## src/rtl/snake_pkg.sv

```systemverilog
// Shared types and constants for the snake game datapath.
//   GRID_SIZE/X_W/Y_W/SCREEN_*: playfield geometry in pixels
//   CMP_W: width used for box compares (one bit of headroom over X_W)
//   state_e: food placement FSM states
//   pos_t: packed X/Y screen position
package snake_pkg;

  localparam int unsigned GRID_SIZE = 10;
  localparam int unsigned X_W       = 10;
  localparam int unsigned Y_W       = 9;
  localparam int unsigned SCREEN_W  = 640;
  localparam int unsigned SCREEN_H  = 480;
  localparam int unsigned CMP_W     = 11;

  typedef enum logic [1:0] {
    SAMPLE = 2'd0,
    REQ    = 2'd1,
    ACTIVE = 2'd2
  } state_e;

  typedef struct packed {
    logic [X_W-1:0] x;
    logic [Y_W-1:0] y;
  } pos_t;

endpackage

```

## src/rtl/food_manager_box_overlap.sv

```systemverilog
// Combinational axis-aligned box intersect test.
//   a_x_i/a_y_i : top-left of box A (edge A_SIZE)
//   b_x_i/b_y_i : top-left of box B (edge B_SIZE)
//   overlap_o   : combinational, 1 when the half-open boxes intersect
module box_overlap
  import snake_pkg::*;
#(
  parameter int unsigned A_SIZE = GRID_SIZE,
  parameter int unsigned B_SIZE = GRID_SIZE
) (
  input  logic [X_W-1:0] a_x_i,
  input  logic [Y_W-1:0] a_y_i,
  input  logic [X_W-1:0] b_x_i,
  input  logic [Y_W-1:0] b_y_i,
  output logic           overlap_o
);

  logic [CMP_W-1:0] ax, ay, bx, by;
  logic             x_ov, y_ov;

  // Widen before adding the box size so the end coordinate never wraps.
  assign ax = CMP_W'(a_x_i);
  assign ay = CMP_W'(a_y_i);
  assign bx = CMP_W'(b_x_i);
  assign by = CMP_W'(b_y_i);

  assign x_ov = ((ax + CMP_W'(A_SIZE)) > bx) && ((bx + CMP_W'(B_SIZE)) > ax);
  assign y_ov = ((ay + CMP_W'(A_SIZE)) > by) && ((by + CMP_W'(B_SIZE)) > ay);

  assign overlap_o = x_ov && y_ov;

endmodule

```

## src/rtl/food_manager.sv

```systemverilog
// Food placement, catch detection and scoring for the snake game.
//   rand_X/rand_Y     : free-running candidate position
//   frame_tick        : one pulse per game update
//   head_X/head_Y     : snake head top-left
//   occ_req/occ_X/occ_Y, occ_ack/occ_hit : body occupancy query handshake
//   pixel_X/pixel_Y   : current VGA pixel
//   food_X/food_Y/food_valid : committed food location
//   eaten/score       : catch pulse and saturating catch count
//   food_pixel        : registered "pixel inside food box" flag
module food_manager
  import snake_pkg::*;
#(
  parameter int unsigned FOOD_SIZE = GRID_SIZE,
  parameter int unsigned MAX_RETRY = 4,
  parameter int unsigned SCORE_W   = 8
) (
  input  logic               VGA_clk,
  input  logic               reset,
  input  logic [X_W-1:0]     rand_X,
  input  logic [Y_W-1:0]     rand_Y,
  input  logic               frame_tick,
  input  logic [X_W-1:0]     head_X,
  input  logic [Y_W-1:0]     head_Y,
  output logic               occ_req,
  output logic [X_W-1:0]     occ_X,
  output logic [Y_W-1:0]     occ_Y,
  input  logic               occ_ack,
  input  logic               occ_hit,
  input  logic [X_W-1:0]     pixel_X,
  input  logic [Y_W-1:0]     pixel_Y,
  output logic [X_W-1:0]     food_X,
  output logic [Y_W-1:0]     food_Y,
  output logic               food_valid,
  output logic               eaten,
  output logic [SCORE_W-1:0] score,
  output logic               food_pixel
);

  localparam int unsigned RETRY_W = (MAX_RETRY > 0) ? $clog2(MAX_RETRY + 1) : 1;

  state_e               state_q, state_d;
  pos_t                 occ_q, occ_d;
  pos_t                 food_q, food_d;
  logic                 occ_req_q, occ_req_d;
  logic                 food_valid_q, food_valid_d;
  logic                 eaten_q, eaten_d;
  logic                 food_pixel_q, food_pixel_d;
  logic [SCORE_W-1:0]   score_q, score_d;
  logic [RETRY_W-1:0]   retry_q, retry_d;

  logic head_hit_c, pix_hit_c, ack_c, accept_c, catch_c;

  // Head box against food box.
  box_overlap #(.A_SIZE(FOOD_SIZE), .B_SIZE(FOOD_SIZE)) u_head_ov (
    .a_x_i    (head_X),
    .a_y_i    (head_Y),
    .b_x_i    (food_q.x),
    .b_y_i    (food_q.y),
    .overlap_o(head_hit_c)
  );

  // Current pixel treated as a 1x1 box against the food box.
  box_overlap #(.A_SIZE(1), .B_SIZE(FOOD_SIZE)) u_pix_ov (
    .a_x_i    (pixel_X),
    .a_y_i    (pixel_Y),
    .b_x_i    (food_q.x),
    .b_y_i    (food_q.y),
    .overlap_o(pix_hit_c)
  );

  // Acks only count while a query is outstanding; the retry cap forces acceptance.
  assign ack_c    = occ_req_q && occ_ack;
  assign accept_c = ack_c && (!occ_hit || (retry_q == RETRY_W'(MAX_RETRY)));
  assign catch_c  = frame_tick && head_hit_c;

  // State register.
  always_ff @(posedge VGA_clk) begin
    if (reset) state_q <= SAMPLE;
    else       state_q <= state_d;
  end

  // Next-state logic.
  always_comb begin
    state_d = state_q;
    case (state_q)
      SAMPLE: state_d = REQ;
      REQ: begin
        if (accept_c)   state_d = ACTIVE;
        else if (ack_c) state_d = SAMPLE;
      end
      ACTIVE: if (catch_c) state_d = SAMPLE;
      default: state_d = SAMPLE;
    endcase
  end

  // Output / datapath next values.
  always_comb begin
    occ_d        = occ_q;
    food_d       = food_q;
    occ_req_d    = occ_req_q;
    food_valid_d = food_valid_q;
    eaten_d      = 1'b0;
    score_d      = score_q;
    retry_d      = retry_q;
    food_pixel_d = food_valid_q && pix_hit_c;
    case (state_q)
      SAMPLE: begin
        occ_d.x   = rand_X;
        occ_d.y   = rand_Y;
        occ_req_d = 1'b1;
      end
      REQ: begin
        if (accept_c) begin
          food_d       = occ_q;
          food_valid_d = 1'b1;
          occ_req_d    = 1'b0;
          retry_d      = '0;
        end else if (ack_c) begin
          occ_req_d = 1'b0;
          retry_d   = retry_q + RETRY_W'(1);
        end
      end
      ACTIVE: begin
        if (catch_c) begin
          eaten_d      = 1'b1;
          food_valid_d = 1'b0;
          if (score_q != {SCORE_W{1'b1}}) score_d = score_q + SCORE_W'(1);
        end
      end
      default: occ_req_d = 1'b0;
    endcase
  end

  // Datapath registers.
  always_ff @(posedge VGA_clk) begin
    if (reset) begin
      occ_q        <= '0;
      food_q       <= '0;
      occ_req_q    <= 1'b0;
      food_valid_q <= 1'b0;
      eaten_q      <= 1'b0;
      score_q      <= '0;
      retry_q      <= '0;
      food_pixel_q <= 1'b0;
    end else begin
      occ_q        <= occ_d;
      food_q       <= food_d;
      occ_req_q    <= occ_req_d;
      food_valid_q <= food_valid_d;
      eaten_q      <= eaten_d;
      score_q      <= score_d;
      retry_q      <= retry_d;
      food_pixel_q <= food_pixel_d;
    end
  end

  assign occ_req    = occ_req_q;
  assign occ_X      = occ_q.x;
  assign occ_Y      = occ_q.y;
  assign food_X     = food_q.x;
  assign food_Y     = food_q.y;
  assign food_valid = food_valid_q;
  assign eaten      = eaten_q;
  assign score      = score_q;
  assign food_pixel = food_pixel_q;

endmodule

```

## config.mk

```make
export PLATFORM = sky130hd
export DESIGN_NAME = food_manager
export DESIGN_NICKNAME = d
export VERILOG_FILES = /design/src/rtl/snake_pkg.sv /design/src/rtl/food_manager_box_overlap.sv /design/src/rtl/food_manager.sv
export SDC_FILE = /design/constraint.sdc
export NUM_CORES = 1
export LEC_CHECK = 0
export ABC_AREA = 1
export CAP_MARGIN = 10
export CELL_PAD_IN_SITES_DETAIL_PLACEMENT = 0
export CELL_PAD_IN_SITES_GLOBAL_PLACEMENT = 2
export CORE_MARGIN = 4
export CORE_UTILIZATION = 28
export DETAILED_ROUTE_END_ITERATION = 16
export GPL_ROUTABILITY_DRIVEN = 1
export GPL_TIMING_DRIVEN = 0
export PLACE_DENSITY_LB_ADDON = 0.1
export SKIP_CTS_REPAIR_TIMING = 1
export SKIP_LAST_GASP = 1
export SYNTH_ARGS = -nofsm -noshare
export SYNTH_HDL_FRONTEND = slang
export SYNTH_SLANG_ARGS = --single-unit
```

## constraint.sdc

```tcl
create_clock -name VGA_clk -period 3.39 [get_ports VGA_clk]
set_clock_uncertainty 0.15 [all_clocks]
set_input_delay 0.678 -clock VGA_clk [delete_from_list [all_inputs] [get_ports VGA_clk]]
set_output_delay 0.678 -clock VGA_clk [all_outputs]
set_load 0.1 [all_outputs]
```

# ---- Yosys cells after proc, flatten, opt, wreduce, memory -nomap -nowiden
# Cells that the tools add are included.
# W data, S select, Z words.
dict set report op_classes {
  addsub 8
  multipliers 0
  n_div 0
  order_cmp 8
  n_eq_ne 7
  n_shift 0
  muxes 13
  bitwise_logic 1
  n_reduce_logical 22
}
# operator count
set ops {}
lappend ops {{$gt A11 B10 Y1} 4}
lappend ops {{$gt A11 B9 Y1} 4}
lappend ops {{$add A10 B4 Y11 const B} 2}
lappend ops {{$add A9 B4 Y10 const B} 2}
lappend ops {{$add A10 B1 Y11 const B} 1}
lappend ops {{$add A9 B1 Y10 const B} 1}
lappend ops {{$logic_and A1 B1 Y1} 10}
lappend ops {{$add A8 B1 Y8 const B} 1}
lappend ops {{$ne A8 B8 Y1 const B} 1}
lappend ops {{$reduce_and A2 Y1} 4}
lappend ops {{$mux W2} 3}
lappend ops {{$mux W3} 2}
lappend ops {{$pmux W2 S3} 1}
lappend ops {{$reduce_and A3 Y1} 2}
lappend ops {{$mux W1} 5}
lappend ops {{$ne A2 B2 Y1 const B} 2}
lappend ops {{$reduce_bool A2 Y1} 2}
lappend ops {{$add A3 B1 Y3 const B} 1}
lappend ops {{$eq A3 B3 Y1 const B} 1}
lappend ops {{$ne A3 B3 Y1 const B} 1}
lappend ops {{$pmux W1 S3} 1}
lappend ops {{$eq A2 B1 Y1 const B} 1}
lappend ops {{$eq A2 B2 Y1 const B} 1}
lappend ops {{$logic_not A2 Y1} 1}
lappend ops {{5 further kinds} 5}
dict set report word_totals {
  register_bits 55
  latchBits 0
  ramBits 0
  mem_bits_ro 0
  in_bits 62
  output_inout_bits 50
  elab_cells 70
  n_memories 0
}

# ---- Depth between registers and ports, before layout
dict set report logic_depth {
  ltp_word 7
  ltp_mapped 21
  mapped_depth_nobuf 20
}

# ---- Hierarchy
# From an unflattened synthesis, not the netlist that was laid out.
dict set report hier_totals {
  cells_unflattened 869
  hier_area_um2 5517.8
}
# mod n_inst cells_per_inst area_each_um2 seq_area_each_um2
set modules_own_cells {}
lappend modules_own_cells {food_manager 1 295 2188.3 1101.1}
lappend modules_own_cells {{box_overlap (u_pix_ov)} 1 286 1716.6 0.0}
lappend modules_own_cells {{box_overlap (u_head_ov)} 1 288 1612.8 0.0}

# ---- Least setup slack after synthesis
# Ideal clock, no wire load.
dict set report synth_timing {
  path_kind {register to register}
  start {register food_q, in the netlist food_X[2]}
  end {register score_q[6], in the netlist score[6]}
  setup_ns 0.110
  arrival_ns 3.205
  required_ns 3.130
  setup_slack_ns -0.075
  stages_incl_launch_ff 20
  n_path_buf 0
  period_less_slack_ns 3.465
  cell_sequence {dfxtp_1 ha_1 o21ai_0 nor2_1 nand2_1 nor3_1 xor2_1 ha_1 nand2_1 nor2_1 nand2_1 nor2_1 nand2_1 nand3_1 nor2_2 nand3_1 nor2_4 nand4_1 nand2_1 nor2_1}
}
dict set report synth_between {
  elab_chain_len 6
  word_cells_on_any_way 7
  cone_classes {1 x add/sub; 2 x order compare; 4 x reduce/logical}
}
# item line
set synth_rtl {}
lappend synth_rtl {{start: declaration} food_manager.sv:43} ;# pos_t food_q, food_d;
lappend synth_rtl {{start signal: assignment} food_manager.sv:147} ;# food_q <= food_d;
lappend synth_rtl {{$add A10 B4 Y11} food_manager_box_overlap.sv:27} ;# assign x_ov = ((ax + CMP_W'(A_SIZE)) > bx) && ((bx + CMP_W'(B_SIZE)) > ax);
lappend synth_rtl {{$gt A11 B10 Y1} food_manager_box_overlap.sv:27}
lappend synth_rtl {{$logic_and A1 B1 Y1 *} food_manager_box_overlap.sv:27}
lappend synth_rtl {{$logic_and A1 B1 Y1 *} food_manager_box_overlap.sv:30} ;# assign overlap_o = x_ov && y_ov;
lappend synth_rtl {{$logic_and A1 B1 Y1 *} food_manager.sv:74} ;# assign catch_c = frame_tick && head_hit_c;
lappend synth_rtl {{$reduce_and A3 Y1 (no line) *} n/a}
lappend synth_rtl {{end signal: assignment} food_manager.sv:151} ;# score_q <= score_d;
lappend synth_rtl {{end: declaration} food_manager.sv:48} ;# logic [SCORE_W-1:0] score_q, score_d;
# Mark *: on every way between the ends. The rest lies on a longest branch, timed or not.
# A chain may end at the register's enable or synchronous reset.

# ---- Final worst setup path
dict set report layout_timing {
  start {input port head_X[4]}
  end {register score_q[1], in the netlist score[1]}
}
dict set report layout_between {
  elab_chain_len 6
  word_cells_on_any_way 7
  cone_classes {1 x add/sub; 2 x order compare; 4 x reduce/logical}
}
# item line
set layout_rtl {}
lappend layout_rtl {{start: declaration} food_manager.sv:22} ;# input logic [X_W-1:0] head_X,
lappend layout_rtl {{$add A10 B4 Y11} food_manager_box_overlap.sv:27}
lappend layout_rtl {{$gt A11 B10 Y1} food_manager_box_overlap.sv:27}
lappend layout_rtl {{$logic_and A1 B1 Y1 *} food_manager_box_overlap.sv:27}
lappend layout_rtl {{$logic_and A1 B1 Y1 *} food_manager_box_overlap.sv:30}
lappend layout_rtl {{$logic_and A1 B1 Y1 *} food_manager.sv:74}
lappend layout_rtl {{$reduce_and A3 Y1 (no line) *} n/a}
# Marked as above.

==> impl_metrics.toml <==
[run_status]
run_status = "completed"

[power_and_ir_drop]
p_switching_w = 0.0007592
seqPwrFrac_pct = 34.5
combinationalPowerShare_pct = 34.9
leakagePower_nw = 3.157
ir_drop_mv = 0.2029
swShare_pct = 37.40
clkPwrFrac_pct = 30.6
finalPower_w = 0.002030
powerDensity_nw_per_um2 = 300.9
intPower_w = 0.001271

[floorplan]
core_area_sq_um = 17420
io_pins = 112
die_h_um = 141.9
initial_utilization_pct = 28.84
die-area_sq_um = 20140
rows = 48
die_w_um = 141.9

[sta]
relSlewSlack_pct = 32.32
fmax_mhz = 313.4
setup_viol = 0
post-route-period-util_pct = 94.14
rsz0062_at_grt = "false"
hold_viol = 0
maxSlewViolCount = 0
worst_slew_pin_slew_ns = 1.012
layout_setup_ws_ns = 0.1987
period_needed_ns = 3.191
timing.hold.ws_ns = 0.3529

[global_routing]
grt_pass1_vias = 5022
grt_pass1_wl_mm = 26.48
grt_max_degree = 19
grt_use_total_pct = 16.41
grt_overflow = 0
antenna_found_initial = 0

[job]
drv_cap = 0

[clocking]
cts-root-buf = "clkbuf_16"
path_clk_slew_ns = 0.08
clock_path_buffers = 2
numCtsBuffers = 5
clock_latency_ns = 0.30
clock_sinks = 55
cts_tree = "done"
htree_levels = 2

[setup_path]
crit_path_start_kind = "input pin"
crit_type = "input pin to flop"
worstPathRequired_ns = 3.44
endpoint_kind = "flop"
worst_ep_arrival_time_ns = 3.25
crit_path_max_fanout = 7

[logic_synthesis]
ys_types = 37
yosys-top-cells-count = "138 x inv_1, 118 x nand2_1, 86 x nor2_1, 83 x ha_1, 57 x o21ai_0"
syn_nets = 893
synth-seq-cells = 55
synth-edff-count = 0
synthTopCellsByArea = "dfxtp_1 22%, ha_1 21%, inv_1 10%, nand2_1 8.8%, nor2_1 6.4%"
synth_ff_type = "dfxtp_1"
synth_area_leader_cell = "dfxtp_1"
synth.avg_cell_area_sq_um = 6.714
synth_warnings = 0
synth-seq-area-share_pct = 21.92
yosysTopAreaCellShare_pct = 21.92
async_flop_share_pct = 0
yosysMostFrequentCell = "inv_1"
syn_inst = 748
syn-cell-area_sq_um = 5022

[routing]
wl_per_cell_um = 15.12
vias = 5074
viasPerCell = 4.634
drt_first_pass_iters = 4
postRouteAntennaNets = 0
drc = 0
drt_iter0_drc = 177
wirelength_mm = 16.55

[finish]
stdcell_area_sq_um = 6748
nets = 1014
diodes = 0
drive_gt1_share_pct = 6.092
finalCoreUtilization_pct = 38.74
area_growth_pct = 34.35

[placement]
place_area_sq_um = 6417
routabilityCongestion = 0.8653
dp_slack_ns = -0.5509
io_buffers = 111
hpwlAfterDp_mm = 13.87

[hold_path]
hold_class = "flop to flop"
[cells in the final DEF (no fill, tap or decap), drive strengths merged, types with 3 or more instances in the layout]
cell type      count
xnor2              4
nor2              94
xor2              31
nand3b             3
o211ai             4
a21oi             55
nand3             29
nand4             26
clkdlybuf4s50    106
dfxtp             55
clkbuf            14
nor4               3
nand2            119
ha                83
o21ai             58
nor3              17
o21a               3
dlymetal6s2s       5
buf                7
inv              141
a211oi             3
[critical path, cell delays in order]
cell             delay [ns]
clkdlybuf4s50_1        0.54
nand2_2                0.10
nor2_1                 0.17
nand2_1                0.09
xor2_1                 0.13
inv_1                  0.06
ha_1                   0.28
nand2_1                0.09
nor3_2                 0.12
nand2_1                0.10
nor3b_4                0.30
nor2_4                 0.07
and2_4                 0.16
buf_6                  0.13
nand4_4                0.08
nand2_1                0.05
inv_1                  0.05
nor2_1                 0.04
[per-layer routing]
layer,track usage (%),up-vias,part of all wire [%]
li1,-,2675,-
met1,22.36,2282,48
met2,27.03,94,45
met3,2.554,23,4.3
met4,4.545,0,2.3
met5,0,-,0
[logic make-up (layout without fill, tap and decap cells)]
kind of cell    after synthesis  count (layout)  synth area share [%]
simple gates                294             295                 26.21
buf+inv                     156             277                 11.88
compound gates              125             125                 13.20
fa+ha+maj                    83              83                 20.68
flops                        55              55                 21.92
xor+xnor                     35              35                 6.104
[state kept, by name (all words and copies together) (netlist names), 2 cells and up]
signal,flops
food_X,10
occ_X,10
food_Y,9
occ_Y,9
score,8
retry_q,3
state_q,2
[metrics by stage]
stage          cells  setup TNS (ns)
3_3_place_gp    1084          -5.937
6_report        1095               0
2_1_floorplan    748               0
4_1_cts         1092          -2.275
5_1_grt         1095               0
3_5_place_dp    1084          -5.694
[cell type report]
cell class	instances	area, sq um
multi-input cells	538	3456
repair buffers	113	1139
inverters	142	534.3
clock buffers	5	125.1
clock inverters	3	46.29
plain buffers	14	62.56
well taps	225	281.5
fillers	1855	10670
flip-flops and latches	55	1104
[power groups by stage]
| stage | logic (W) | registers, W | clock network [W] |
|---|---|---|---|
| 2_1_floorplan | 0.000275 | 0.000896 | 0 |
| 3_3_place_gp | 0.000685 | 0.000716 | 0 |
| 3_5_place_dp | 0.000690 | 0.000716 | 0 |
| 4_1_cts | 0.000694 | 0.000702 | 0.000643 |
| 5_1_grt | 0.000782 | 0.000706 | 0.000671 |
| 6_report | 0.000708 | 0.000701 | 0.000621 |
[path summary, 6_finish.rpt]
path | slack, ns | cells after the start | from | to
max reg2reg | 0.31 | 19 | food_X[1] | score[2]
min reg2reg | 0.35 | 2 | retry_q[1] | retry_q[1]
max | 0.20 | 18 | head_X[4] | score[1]
min | 0.35 | 2 | retry_q[1] | retry_q[1]
Power figures use the tool's default switching activity.
